--- src/rtl/io_responder.sv ---
`default_nettype none
// ============================================================================
// Module      : io_responder
// Description : Memory-mapped switch/LED responder for the core's data bus,
//               with wait states, ready strobe and switch debouncing.
//               Optional IO_SW_CHANGE_EN adds a sticky switch-change flag.
// Revision    : 1.0 - initial release
// ============================================================================
module io_responder #(
    parameter logic [63:0] SW_ADDR         = 64'd1024,
    parameter logic [63:0] LED_ADDR        = 64'd1032,
    parameter int          WAIT_STATES     = 1,
    parameter int          DEBOUNCE_CYCLES = 16
) (
    input  logic        clock,
    input  logic        reset,
    input  logic [63:0] alu_result,
    input  logic [63:0] write_data,
    input  logic        MemRead,
    input  logic        MemWrite,
    output logic [63:0] read_data,
    output logic        ready,
    input  logic [17:0] switches,
    output logic [26:0] leds,
    output logic        sw_changed
);

    localparam logic [3:0]  c_wait_load = 4'(WAIT_STATES - 1);
    localparam logic [15:0] c_db_last   = 16'(DEBOUNCE_CYCLES - 1);

    typedef enum logic [1:0] {
        S_IDLE = 2'd0,
        S_WAIT = 2'd1,
        S_RESP = 2'd2
    } state_t;

    state_t      r_state;
    state_t      w_state_nxt;
    logic [3:0]  r_wait_cnt;
    logic        r_is_led;
    logic        r_is_write;
    logic        r_both;
    logic [26:0] r_wdata;
    logic [63:0] r_read_data;
    logic        r_ready;
    logic [26:0] r_leds;

    logic [17:0] r_sw_meta;
    logic [17:0] r_sw_sync;
    logic [17:0] r_sw_cand;
    logic [17:0] r_sw_db;
    logic [15:0] r_db_cnt;

    logic w_sel;
    logic w_is_led;
    logic w_is_write;
    logic w_both;
    logic w_unused;

    assign w_unused = ^write_data[63:27];

    assign w_sel = (MemRead | MemWrite) &
                   ((alu_result == SW_ADDR) | (alu_result == LED_ADDR));

    // The response data is registered on entry to RESP, so with zero wait
    // states the live request must be used instead of the captured copy.
    assign w_is_led   = (r_state == S_IDLE) ? (alu_result == LED_ADDR) : r_is_led;
    assign w_is_write = (r_state == S_IDLE) ? MemWrite : r_is_write;
    assign w_both     = (r_state == S_IDLE) ? (MemRead & MemWrite) : r_both;

    always_comb begin
        w_state_nxt = r_state;
        case (r_state)
            S_IDLE: if (w_sel) w_state_nxt = (WAIT_STATES == 0) ? S_RESP : S_WAIT;
            S_WAIT: if (r_wait_cnt == 4'd0) w_state_nxt = S_RESP;
            S_RESP: w_state_nxt = S_IDLE;
            default: w_state_nxt = S_IDLE;
        endcase
    end

    always_ff @(posedge clock or negedge reset) begin
        if (!reset) begin
            r_state     <= S_IDLE;
            r_wait_cnt  <= 4'd0;
            r_is_led    <= 1'b0;
            r_is_write  <= 1'b0;
            r_both      <= 1'b0;
            r_wdata     <= 27'd0;
            r_read_data <= 64'd0;
            r_ready     <= 1'b0;
            r_leds      <= 27'd0;
        end else begin
            r_state <= w_state_nxt;
            if (r_state == S_IDLE && w_sel) begin
                r_is_led   <= (alu_result == LED_ADDR);
                r_is_write <= MemWrite;
                r_both     <= MemRead & MemWrite;
                r_wdata    <= write_data[26:0];
                r_wait_cnt <= c_wait_load;
            end else if (r_state == S_WAIT && r_wait_cnt != 4'd0) begin
                r_wait_cnt <= r_wait_cnt - 4'd1;
            end
            r_ready <= (w_state_nxt == S_RESP);
            if (w_state_nxt == S_RESP) begin
                if (w_both)
                    r_read_data <= 64'd0;
                else if (!w_is_write)
                    r_read_data <= w_is_led ? {37'd0, r_leds} : {46'd0, r_sw_db};
            end
            if (r_state == S_RESP && r_is_write && r_is_led)
                r_leds <= r_wdata;
        end
    end

    always_ff @(posedge clock or negedge reset) begin
        if (!reset) begin
            r_sw_meta <= 18'd0;
            r_sw_sync <= 18'd0;
            r_sw_cand <= 18'd0;
            r_sw_db   <= 18'd0;
            r_db_cnt  <= 16'd0;
        end else begin
            r_sw_meta <= switches;
            r_sw_sync <= r_sw_meta;
            if (r_sw_sync != r_sw_cand) begin
                r_sw_cand <= r_sw_sync;
                r_db_cnt  <= 16'd0;
            end else if (r_db_cnt == c_db_last) begin
                r_sw_db <= r_sw_cand;
            end else if (r_db_cnt != 16'hFFFF) begin
                r_db_cnt <= r_db_cnt + 16'd1;
            end
        end
    end

`ifdef IO_SW_CHANGE_EN
    logic r_sw_changed;
    logic w_db_update;
    logic w_sw_read_resp;

    assign w_db_update    = (r_sw_sync == r_sw_cand) && (r_db_cnt == c_db_last) &&
                            (r_sw_cand != r_sw_db);
    assign w_sw_read_resp = (r_state == S_RESP) && !r_is_write && !r_is_led;

    // Set has priority so a change landing on the clearing read is not lost.
    always_ff @(posedge clock or negedge reset) begin
        if (!reset)
            r_sw_changed <= 1'b0;
        else if (w_db_update)
            r_sw_changed <= 1'b1;
        else if (w_sw_read_resp)
            r_sw_changed <= 1'b0;
    end

    assign sw_changed = r_sw_changed;
`else
    assign sw_changed = 1'b0;
`endif

    assign read_data = r_read_data;
    assign ready     = r_ready;
    assign leds      = r_leds;

endmodule
`default_nettype wire

--- config.mk ---
export PLATFORM = sky130hd
export DESIGN_NAME = io_responder
export DESIGN_NICKNAME = d
export VERILOG_FILES = /design/src/rtl/io_responder.sv
export SDC_FILE = /design/constraint.sdc
export NUM_CORES = 1
export LEC_CHECK = 0
export BUFFER_PORTS_ARGS = -buffer_cell sky130_fd_sc_hd__buf_2
export CAP_MARGIN = 15
export CORE_MARGIN = 2
export CORE_UTILIZATION = 47
export CTS_BUF_LIST = sky130_fd_sc_hd__clkbuf_4 sky130_fd_sc_hd__clkbuf_8
export CTS_CLUSTER_SIZE = 8
export DETAILED_ROUTE_END_ITERATION = 6
export PLACE_DENSITY = 0.78
export SYNTH_ARGS = -nofsm -noshare
export SYNTH_HDL_FRONTEND = slang
export SYNTH_SLANG_ARGS = --single-unit
--- constraint.sdc ---
create_clock -name clock -period 2 [get_ports clock]
set_input_delay 0.3 -clock clock [delete_from_list [all_inputs] [get_ports clock]]
set_output_delay 0.3 -clock clock [all_outputs]
set_load 0.1 [all_outputs]
==> flow_summary.ini <==
[layout]
regArea_um2 = 4480
multi_input_area_um2 = 2610
diodes = 0
drive_above_1_share_pct = 42.5
fin_util_pct = 60.3
fillers = 1230
syn_to_final_growth_pct = 25.2
nNetsFinal = 925

[global_route]
grt_use_total_pct = 20.2
grt_pass1_vias = 4996
gr-total-overflow = 0
grt_pass1_wl_um = 25500
grt_max_degree = 52
antenna_found_initial = 0

[floorplanning]
ios = 243
fp.coreArea_um2 = 15300
placementRows = 45
start_util_pct = 48.2
fp.dieW_um = 129
die_h_um = 129
die_area_um2 = 16700

[worst_setup_path]
path_class = register to register
crit_path_max_incr_delay_ns = 0.41
cp-endpoint = r_sw_db[9]$_DFFE_PN0P_
cp_slowest_cell = dfrtp_1
reg2reg_slack_ns = 0.05
worstRegToRegCells = 6
r2r-start = r_sw_cand[0]$_DFFE_PN0N_
critical_path.max_fanout = 10
reg2reg_to = r_sw_db[9]$_DFFE_PN0P_
cp-startpoint = r_sw_cand[0]$_DFFE_PN0N_
setup.worst_path.start_class = register
critPathBufInv = 1
critPathTopFamily = simple AND/OR/NAND/NOR gates
worstPathCellList = xor2_1, nor4_2, nand3_2, nor3_4, buf_6, mux2_2
crit_path_end_kind = register
required_ns = 2.36
path_depth = 6
arrival_ns = 2.31

[synth]
synth-edff-count = 0
synth-seq-area-share_pct = 60.9
yosys.cell_types.count = 47
syn-cell-area_um2 = 7350
yosys-top-cells-count = 179 x dfrtp_1, 50 x mux2_2, 46 x nand2_1
syn_avg_cell_area_um2 = 13.1
yosysWarnings = 0
yosysMostFrequentCell = dfrtp_1
async_flop_share_pct = 100
synthTopCellsByArea = dfrtp_1 61%, mux2_2 7.7%, mux2_4 4.9%
synth-main-ff-cell = dfrtp_1
synth_top_area_share_pct = 60.9
synthCells = 563
synth-seq-cells = 179
synth_top_cell_by_area = dfrtp_1

[timing]
fmax_mhz = 513
timing_worst_slew_pin_value_ns = 0.658
relSlewSlack_pct = 56.0
hold_viol = 0
finalSetupViolations = 0
final_max_slew_viol_count = 0
finalCritPeriodShare_pct = 97.5
hold_ws_ns = 0.0493
grt_setup_unrepaired = true
finalClockSkew_ns = 0.0146
setup_ws_ns = 0.0509
period_needed_ns = 1.95

[routing]
vias = 4991
drt_iter0_drc = 385
via_per_inst = 5.01
ant_nets = 0
drc = 0
routed_wl_um = 16300
drtPass1Iterations = 6
wl_per_cell_um = 16.4

[outcome]
outcome = completed

[placement]
place_worst_setup_slack_ns = -0.0821
dpl.hpwl_um = 11400
gp_congestion = 0.808
io_buffers = 167

[power_and_ir_drop]
power.total_uw = 6780
ir_worst_vdd_v = 0.000673
p_leak_uw = 0.00475
powerDensity_nw_per_um2 = 737

[clocking]
cts_tree = yes
cts_max_path_buffers = 2
cts_made_buffers = 17
clk_latency_ns = 0.47
clk_pin_slew_worst_paths_ns = 0.10
cts.sink_count = 179
htree_levels = 4
root_buffer = clkbuf_8

[hold_path]
whs_path_depth = 2
min_from = write_data[2]
worst_hold_path_type = input pin to register

[flow_run]
drv_cap = 0
==> state kept, by name, summed over array words and instances (netlist names) <==
signal      cells
leds           27
r_sw_meta      18
r_wait_cnt      4
r_wdata        27
r_sw_sync      18
r_both          1
ready           1
r_is_led        1
r_state         2
read_data      27
r_db_cnt       16
r_is_write      1
r_sw_db        18
r_sw_cand      18
==> layer usage <==
layer | track usage, % | up-vias | routed length (um)
met5 | 0 | - | 0
met4 | 7.42 | 0 | 308
met3 | 5.00 | 23 | 714
met2 | 31.9 | 150 | 8200
met1 | 27.4 | 2495 | 7090
li1 | - | 2323 | -
==> report_power, final <==
part	total [uW]	switching, uW	internal [uW]	leakage (uW)
logic	589	447	142	0.00217
clock network	2490	1410	1080	0.000206
registers	3700	33.1	3670	0.00238
total	6780	1890	4900	0.00475
==> cell families (layout without fill, tap and decap cells) <==
group	Yosys count	in the layout	share of synthesized area, %
DFF	179	179	60.9
xor gates and xnor gates	23	23	2.74
adders and majority gates	3	3	0.511
AOI/OAI and AO/OA	61	61	5.74
muxes	75	75	12.7
and+or+nand+nor	141	141	10.6
other	1	38	0.0510
buffers and inverters	80	265	6.67
==> layout make-up <==
class	count	share of cell area (%)
sequential	179	48.7
multi-input combinational	341	28.4
clock buffer	18	2.69
timing repair buffer	227	15.4
inverter	6	0.245
tap	211	2.87
clock inverter	14	1.77
==> placed cells by master, fill, tap and decap left out, types with 5 or more instances in the layout <==
cell / netlist / layout
a21oi_1: 10 / 10
a22oi_1: 18 / 18
buf_12: 0 / 5
buf_2: 2 / 166
buf_4: 42 / 33
clkbuf_8: 0 / 18
conb_1: 1 / 38
dfrtp_1: 179 / 179
dlygate4sd3_1: 0 / 19
inv_1: 6 / 6
inv_8: 0 / 5
mux2_2: 50 / 42
mux2_4: 24 / 32
nand2_1: 46 / 46
nand3_1: 27 / 25
nand4_1: 7 / 7
nor2_1: 5 / 5
nor3_1: 5 / 5
nor4_1: 21 / 15
nor4_2: 0 / 6
o21ai_0: 12 / 12
o31ai_1: 8 / 8
or4_1: 9 / 9
xnor2_1: 6 / 6
xor2_1: 17 / 17
==> worst min-delay path by stage <==
stage	slack [ns]	to
after CTS	0.01	r_wdata[23]$_DFFE_PN0P_
after detailed placement	0.28	r_wdata[16]$_DFFE_PN0P_
after floorplan	0.004	leds[0]$_DFFE_PN0P_
after global placement	0.28	r_wdata[16]$_DFFE_PN0P_
final	0.05	r_wdata[2]$_DFFE_PN0P_
after global routing	0.02	r_wdata[20]$_DFFE_PN0P_
==> metrics by stage <==
step           area [um^2]  std cells  TNS, ns
6_report              9200        996        0
5_1_grt               9200        996    -1.43
4_1_cts               9090        992   -0.177
3_5_place_dp          8480        941    -2.80
3_3_place_gp          8480        941    -1.31
2_1_floorplan         7500        600        0
==> timing repair <==
action	4_1_cts	5_1_grt
hold endpoints to repair	64	0
hold buffers	19	0
buffers inserted	0	4
pin swaps	2	7
setup endpoints to repair	20	40
gates resized for setup	1	18
Power figures use the tool's default switching activity.
